[src/rtl/mux_nx_skid_if.sv]
// Handshake and data bundle for mux_nx_skid.
// The upstream producer and the downstream consumer share this one bundle.
// The master side drives the selectable inputs and the consumer's ready.
// The slave side (the mux/skid block) returns the buffered result.
interface mux_nx_skid_if #(
  parameter int WIDTH  = 32,
  parameter int INPUTS = 4,
  parameter int SEL_W  = 2
);
  logic [INPUTS*WIDTH-1:0] in_bus;
  logic [WIDTH-1:0]        default_in;
  logic [SEL_W-1:0]        sel;
  logic                    in_valid;
  logic                    in_ready;
  logic [WIDTH-1:0]        out_data;
  logic                    out_is_default;
  logic                    out_valid;
  logic                    out_ready;

  modport master (
    output in_bus, default_in, sel, in_valid, out_ready,
    input  in_ready, out_data, out_is_default, out_valid
  );

  modport slave (
    input  in_bus, default_in, sel, in_valid, out_ready,
    output in_ready, out_data, out_is_default, out_valid
  );
endinterface

[src/rtl/mux_nx_skid.sv]
// N-input select mux feeding a registered two-entry skid buffer.
// A select value that is out of range or unknown picks default_in and tags the entry.
// in_ready depends only on the buffer state and flush, so no combinational path runs from out_ready.
module mux_nx_skid #(
  parameter int WIDTH  = 32,
  parameter int INPUTS = 4,
  parameter int SEL_W  = 2,
  parameter int CNT_W  = 16
) (
  input  logic             clk,
  input  logic             rst_n,
  mux_nx_skid_if.slave     bus,
  input  logic             flush,
  output logic [CNT_W-1:0] default_count
);

  if (INPUTS < 2 || INPUTS > 16 || (1 << SEL_W) < INPUTS) begin : g_param_error
    $error("mux_nx_skid: illegal INPUTS=%0d with SEL_W=%0d", INPUTS, SEL_W);
  end

  typedef enum logic [1:0] {
    EMPTY = 2'd0,
    ONE   = 2'd1,
    FULL  = 2'd2
  } state_t;

  state_t            state_q;
  state_t            state_d;
  logic              load_main_in;
  logic              load_main_skid;
  logic              load_skid;
  logic              in_fire;
  logic              out_fire;
  logic [31:0]       sel_ext;
  logic [WIDTH-1:0]  sel_value;
  logic              sel_tag;
  logic [WIDTH-1:0]  main_data;
  logic              main_tag;
  logic [WIDTH-1:0]  skid_data;
  logic              skid_tag;
  logic [CNT_W-1:0]  count_q;

  assign bus.in_ready       = (state_q != FULL) & ~flush;
  assign bus.out_valid      = (state_q != EMPTY);
  assign bus.out_data       = main_data;
  assign bus.out_is_default = main_tag;
  assign default_count      = count_q;

  assign in_fire  = bus.in_valid & bus.in_ready;
  assign out_fire = bus.out_valid & bus.out_ready;

  // Pick the addressed slice; nothing matches an out-of-range or unknown select, so default_in wins.
  always_comb begin
    sel_ext   = 32'(bus.sel);
    sel_value = bus.default_in;
    sel_tag   = 1'b1;
    for (int i = 0; i < INPUTS; i++) begin
      if (sel_ext == 32'(i)) begin
        sel_value = bus.in_bus[i*WIDTH +: WIDTH];
        sel_tag   = 1'b0;
      end
    end
  end

  // Buffer occupancy register.
  always_ff @(posedge clk or negedge rst_n) begin
    if (!rst_n) state_q <= EMPTY;
    else        state_q <= state_d;
  end

  // Next occupancy and register load strobes; flush overrides everything and empties the buffer.
  always_comb begin
    state_d        = state_q;
    load_main_in   = 1'b0;
    load_main_skid = 1'b0;
    load_skid      = 1'b0;
    if (flush) begin
      state_d = EMPTY;
    end else begin
      case (state_q)
        EMPTY: begin
          if (in_fire) begin
            state_d      = ONE;
            load_main_in = 1'b1;
          end
        end
        ONE: begin
          if (in_fire && out_fire) begin
            load_main_in = 1'b1;
          end else if (in_fire) begin
            state_d   = FULL;
            load_skid = 1'b1;
          end else if (out_fire) begin
            state_d = EMPTY;
          end
        end
        FULL: begin
          if (out_fire) begin
            state_d        = ONE;
            load_main_skid = 1'b1;
          end
        end
        default: state_d = EMPTY;
      endcase
    end
  end

  // Main entry: drives the output and is refilled from the input or from the older skid entry.
  always_ff @(posedge clk or negedge rst_n) begin
    if (!rst_n) begin
      main_data <= '0;
      main_tag  <= 1'b0;
    end else if (load_main_in) begin
      main_data <= sel_value;
      main_tag  <= sel_tag;
    end else if (load_main_skid) begin
      main_data <= skid_data;
      main_tag  <= skid_tag;
    end
  end

  // Skid entry: catches the one input that arrives while the main entry is stalled.
  always_ff @(posedge clk or negedge rst_n) begin
    if (!rst_n) begin
      skid_data <= '0;
      skid_tag  <= 1'b0;
    end else if (load_skid) begin
      skid_data <= sel_value;
      skid_tag  <= sel_tag;
    end
  end

  // Saturating count of accepted transfers that took the default value.
  always_ff @(posedge clk or negedge rst_n) begin
    if (!rst_n) begin
      count_q <= '0;
    end else if (in_fire && sel_tag && (count_q != {CNT_W{1'b1}})) begin
      count_q <= count_q + CNT_W'(1);
    end
  end

endmodule

[src/flat_wrapper.sv]
// flat-port wrapper written by rule: the top's interface ports become plain ports
module mux_nx_skid_flat 
#(
  parameter int WIDTH  = 32,
  parameter int INPUTS = 4,
  parameter int SEL_W  = 2,
  parameter int CNT_W  = 16
)
  (clk, rst_n, flush, default_count, bus_in_bus, bus_default_in, bus_sel, bus_in_valid, bus_out_ready, bus_in_ready, bus_out_data, bus_out_is_default, bus_out_valid);
  mux_nx_skid_if #(.WIDTH(WIDTH), .INPUTS(INPUTS), .SEL_W(SEL_W)) bus_i ();
  input  logic clk;
  input  logic rst_n;
  input  logic flush;
  output logic [CNT_W-1:0] default_count;
  input wire logic [$bits(bus_i.in_bus)-1:0] bus_in_bus;
  input wire logic [$bits(bus_i.default_in)-1:0] bus_default_in;
  input wire logic [$bits(bus_i.sel)-1:0] bus_sel;
  input wire logic [$bits(bus_i.in_valid)-1:0] bus_in_valid;
  input wire logic [$bits(bus_i.out_ready)-1:0] bus_out_ready;
  output wire logic [$bits(bus_i.in_ready)-1:0] bus_in_ready;
  output wire logic [$bits(bus_i.out_data)-1:0] bus_out_data;
  output wire logic [$bits(bus_i.out_is_default)-1:0] bus_out_is_default;
  output wire logic [$bits(bus_i.out_valid)-1:0] bus_out_valid;
  assign bus_i.in_bus = bus_in_bus;
  assign bus_i.default_in = bus_default_in;
  assign bus_i.sel = bus_sel;
  assign bus_i.in_valid = bus_in_valid;
  assign bus_i.out_ready = bus_out_ready;
  assign bus_in_ready = bus_i.in_ready;
  assign bus_out_data = bus_i.out_data;
  assign bus_out_is_default = bus_i.out_is_default;
  assign bus_out_valid = bus_i.out_valid;
  mux_nx_skid #(.WIDTH(WIDTH), .INPUTS(INPUTS), .SEL_W(SEL_W), .CNT_W(CNT_W)) u_core (.clk(clk), .rst_n(rst_n), .bus(bus_i), .flush(flush), .default_count(default_count));
endmodule
[config.mk]
export PLATFORM = sky130hd
export DESIGN_NAME = mux_nx_skid_flat
export DESIGN_NICKNAME = d
export VERILOG_FILES = /design/src/rtl/mux_nx_skid_if.sv /design/src/rtl/mux_nx_skid.sv /design/src/flat_wrapper.sv
export SDC_FILE = /design/constraint.sdc
export NUM_CORES = 1
export LEC_CHECK = 0
export ABC_AREA = 1
export CAP_MARGIN = 0
export CORE_MARGIN = 5
export CORE_UTILIZATION = 37
export DETAILED_ROUTE_END_ITERATION = 10
export GPL_TIMING_DRIVEN = 1
export MAX_ROUTING_LAYER = met4
export PLACE_DENSITY = 0.85
export SLEW_MARGIN = 20
export SYNTH_ARGS = -nofsm -noshare
export SYNTH_HDL_FRONTEND = slang
export SYNTH_SLANG_ARGS = --single-unit
[constraint.sdc]
create_clock -name clk -period 1.4 [get_ports clk]
set_clock_uncertainty 0.05 [all_clocks]
set_input_delay 0.28 -clock clk [delete_from_list [all_inputs] [get_ports clk]]
set_output_delay 0.28 -clock clk [all_outputs]
set_load 0.01 [all_outputs]
# == Word level (Yosys, flattened, before mapping) ==
# Index checks and enable logic that the tools add are counted.
# classes
n_bitwise,4
n_addsub,1
n_reduce_logical,8
muxes,29
eq_ne,11
# ops
cell,n
two-way mux 32 bit,6
adder 16 x 1 -> 16 bit (second input constant),1
inequality test 16 bit (second input constant),1
two-way mux 1 bit,15
two-way mux 2 bit,6
equality test 2 bit (second input constant),3
inequality test 3 x 2 -> 1 bit (second input constant),2
one-hot mux 2 bit (3 select lines),1
equality test 2 x 1 -> 1 bit (second input constant),2
zero test 2 bit,2
inequality test 4 x 2 -> 1 bit (second input constant),1
AND reduction 4 bit,1
nonzero test 2 bit,2
AND 1 bit,3
logical AND 1 bit,3
inequality test 3 bit (second input constant),1
inequality test 2 bit (second input constant),1
one-hot mux 1 bit (2 select lines),1
NOT 1 bit,1
# totals
elab_cells,59
out_inout_bits,51
regBits,84
in_bits,167

# == Longest topological paths before layout ==
# depth
ltp_word,8
ltp_mapped,10

# == Least setup slack after synthesis ==
# Ideal clock, no wire load.
# synth_timing
path_kind,register to register
start,reg u_core.state_q[1]
end,reg u_core.main_data[11] (netlist: u_core.bus.out_data[11])
t_arrival_ns,1.144
path_buffers,1
setup_slack_ns,0.083
stages_incl_launch_ff,8
cell_sequence,dfrtp_1 > nor2_2 > nand3_2 > nand2_2 > nor2_4 > buf_6 > nand2_1 > nand3_1
# synth_between
elab_chain_len,8
elab_cells_between_ends,18
classes_between,3 x eq/ne; 8 x mux; 3 x bitwise; 4 x reduce/logical
# synth_rtl
item,line_no,text
from (decl),mux_nx_skid.sv:27,state_t state_q;
from (signal assigned),mux_nx_skid.sv:68,else state_q <= state_d;
inequality test 2 bit,mux_nx_skid.sv:43,assign bus.in_ready = (state_q != FULL) & ~flush;
AND 1 bit,mux_nx_skid.sv:43,
AND 1 bit,mux_nx_skid.sv:49,assign in_fire = bus.in_valid & bus.in_ready;
logical AND 1 bit,mux_nx_skid.sv:88,if (in_fire && out_fire) begin
two-way mux 1 bit,mux_nx_skid.sv:88,
one-hot mux 1 bit (2 select lines),mux_nx_skid.sv:80,case (state_q)
two-way mux 1 bit,mux_nx_skid.sv:77,if (flush) begin
two-way mux 32 bit or nonzero test 2 bit (tied branches),--,
to (signal assigned),mux_nx_skid.sv:114,main_data <= sel_value;
to (signal assigned),mux_nx_skid.sv:117,main_data <= skid_data;
to (decl),mux_nx_skid.sv:37,logic [WIDTH-1:0] main_data;
# Parallel ways exist; a longest one is shown, timed or not.
# A chain may end at the register's enable or synchronous reset.

# == Worst setup path in the final report ==
# layout_timing
start,reg u_core.state_q[0]
end,out bus_out_valid
# layout_between
elab_chain_len,1
# layout_rtl
item,line_no,text
nonzero test 2 bit,mux_nx_skid.sv:44,assign bus.out_valid = (state_q != EMPTY);
to (decl),flat_wrapper.sv:23,output wire logic [$bits(bus_i.out_valid)-1:0] bus_out_valid;
# Every way passes these cells.

==> qor.txt <==
Final Instance Area: 0.00778 sq mm
Area growth, synth to finish: 76.1%
Port Buffers: 195
Setup CP Type: reg2out
Final worst setup slack: -116 ps
Worst slew pin tran: 448 ps
R2R Path End: u_core.bus.out_data[30]$_DFFE_PN0P_
Hold path depth: 0
Fin util: 0.656
Routability congestion estimate: 0.837
Max VDD drop: 0.588 mV
Relative slew slack: 0.701
RR Startpoint: u_core.state_q[0]$_DFFE_PN0P_
Routed len/inst: 15.4 um
Initial detailed-routing violation count: 241
HPWL Detailed: 10400 um
Top area cells in the synthesized netlist: dfrtp_1, nand2_1, nand3_1
Clk root buf: clkbuf_16
CP Data Arrival Time: 1190 ps
Cells on worst reg2reg path: 9
# fillers: 944
Initial Util: 0.372
Worst skew pair latency: 330 ps
Layout cells sized above 1: 0.206
Hold Path Origin: u_core.default_count[15]$_DFFE_PN0P_
Die height: 119 um
Average cell area after synthesis: 6.88 sq um
Depth of the CTS H-tree: 3
Worst Path Buf+Inv: 2
Vias: 4858
Register area: 0.00210 sq mm
FF+latch count, synth: 84
GRT Residual Overflow: 0
# DRC: 0
Total track usage: 0.209
Critical Path Start Type: flop
Post-layout min period: 1520 ps
Total wire length: 15600 um
Worst EP required: 1070 ps
Reg2reg setup slack: -110 ps
Cells along the critical path: buf_6 > or2_4 > buf_6
Ports: 218
Final setup viols: 49
Overall Power: 8.73 mW
Routed Antenna Nets: 0
Placeable core area: 0.0119 sq mm
Most frequent cell on the critical path: buf_6
Slew Limit Fails: 0
Worst Hold Class: reg2reg
Row count: 40
Number of warnings issued by yosys: 0
Sequential area share after synthesis: 0.476
Routed length on met3: 875 um
# nets final: 1026
Gate Count Post-Synth: 642
PD cells: 1120 mW/mm^2
Max Fclk: 659 MHz
Clock transition at path regs: 60 ps
Post-synth top area cell: dfrtp_1
Violated checks: negative setup slack
Critical Path Slowest Stage Cell: dfrtp_1
Final hold vios: 0
Initial antenna violation count: 0
Status: finished with violations
RSZ-0062 raised after global routing: true
Num CTS Buffers: 9
N_diodes: 0
Net Count, Synth: 809
DRT Pass-1 Iters: 4
Met1 WL: 6480 um
Leak pwr: 4.07 nW
WL met2: 8000 um
Count of cell types in the netlist: 19
Sink Count: 84
Die area: 0.0142 sq mm
Crit Path Max Fanout: 4
Max-cap violations: 0
Via count of the first global-routing pass: 4627
CTS max path bufs: 2
Hold Crit Endpoint: u_core.default_count[15]$_DFFE_PN0P_
Max stage delay on crit path: 380 ps
CP top delay family: flip-flops
Final period util: 1.08
Die width: 119 um
Crit end category: primary output
Vias/cell: 4.81
Multi-input logic area: 0.00242 sq mm
First-pass GRT wire length: 23200 um
Top cell type's share of synthesized area: 0.476
CTS tree: built
Top sig layer: met4
Syn Std Cell Area: 0.00442 sq mm
Placed inst area: 0.00667 sq mm
Largest net degree at the start of global routing: 85
[state kept, by name, indices dropped and copies added, names as in the netlist]
signal,count
u_core.default_count,16
u_core.state_q,2
u_core.skid_data,32
u_core.bus.out_is_default,1
u_core.bus.out_data,32
u_core.skid_tag,1
[layer usage]
layer  vias up  global-route usage
li1       2398                   -
met1      2312               0.264
met2       133               0.348
met3        15              0.0347
met4         0              0.0565
met5         -                   -
[logic make-up (layout without fill, tap and decap cells)]
family / count (synthesis) / count (layout) / share of synthesized area
simple gates: 479 / 480 / 0.440
buf+inv: 76 / 297 / 0.0805
compound gates: 3 / 3 / 0.00340
flops: 84 / 84 / 0.476
[worst max-delay path by stage]
stage	from	to	slack, ps	depth (start not counted)
floorplan	u_core.state_q[1]$_DFFE_PN0P_	u_core.bus.out_data[11]$_DFFE_PN0P_	80	7
global route	u_core.state_q[0]$_DFFE_PN0P_	u_core.bus.out_data[12]$_DFFE_PN0P_	-180	9
finish	u_core.state_q[0]$_DFFE_PN0P_	bus_out_valid	-120	3
CTS	u_core.state_q[0]$_DFFE_PN0P_	bus_out_valid	-110	3
global placement	flush	u_core.bus.out_data[1]$_DFFE_PN0P_	-470	7
detailed placement	flush	u_core.bus.out_data[27]$_DFFE_PN0P_	-530	7
[cells in the final DEF, fill, tap and decap left out, types with 2 or more instances in the layout]
cell | synthesis | final
clkdlybuf4s15_1 | 0 | 6
nor2_2 | 3 | 2
dfrtp_1 | 84 | 83
inv_1 | 25 | 23
o21ai_0 | 2 | 2
buf_4 | 7 | 25
dlygate4sd2_1 | 0 | 46
nor2_4 | 1 | 5
clkinvlp_4 | 0 | 2
nand3_4 | 0 | 2
nand2_2 | 1 | 36
nand4_1 | 22 | 22
clkinv_4 | 0 | 2
nand3_1 | 44 | 19
clkbuf_16 | 0 | 13
clkbuf_1 | 19 | 2
buf_12 | 0 | 14
nand3_2 | 2 | 25
nand2_1 | 380 | 319
nor2_1 | 24 | 22
clkdlybuf4s50_1 | 0 | 138
buf_8 | 0 | 4
buf_6 | 3 | 9
dlymetal6s2s_1 | 0 | 2
nand2_4 | 0 | 26
inv_2 | 5 | 4
[per-stage QoR]
step	hold slack, ps	TNS [ps]	worst slack [ps]	std cells
2_1_floorplan	-65.6	0	82.5	642
3_3_place_gp	299	-25920	-467	969
3_5_place_dp	296	-27900	-534	969
4_1_cts	324	-1330	-112	1002
5_1_grt	332	-6940	-180	1011
6_report	320	-2570	-116	1011
[report_power, final]
part           leakage, nW  internal, mW  total (mW)  switching, mW
sequential            1.08          3.08        3.51          0.427
clock                0.136          1.39        2.32          0.935
combinational         2.85          1.49        2.90           1.41
[timing repair]
action | 4_1_cts | 5_1_grt
setup endpoints to repair | 105 | 71
resized for setup | 110 | 110
buffers inserted | 13 | 7
pin swaps | 19 | 57
endpoints found under the hold margin | 84 | 0
hold buffers | 1 | 0
gates cloned | 3 | 4
[synth_stat cells]
| master | n |
|---|---|
| o21ai_0 | 2 |
| nand3_1 | 44 |
| buf_4 | 7 |
| inv_2 | 5 |
| a21oi_1 | 1 |
| nand3b_1 | 1 |
| nand3_2 | 2 |
| or2_2 | 1 |
| nand2_2 | 1 |
| buf_2 | 17 |
| nor2_4 | 1 |
| clkbuf_1 | 19 |
| dfrtp_1 | 84 |
| buf_6 | 3 |
| nand2_1 | 380 |
| inv_1 | 25 |
| nor2_1 | 24 |
| nor2_2 | 3 |
| nand4_1 | 22 |
[cell type report]
| cell class | count | share of cell area |
|---|---|---|
| timing repair buffer | 251 | 0.340 |
| multi-input combinational | 483 | 0.311 |
| sequential | 84 | 0.270 |
| clock buffer | 11 | 0.0299 |
| tap | 147 | 0.0237 |
| inverter | 30 | 0.0171 |
| clock inverter | 5 | 0.00805 |
(Power assumes the default switching activity.)
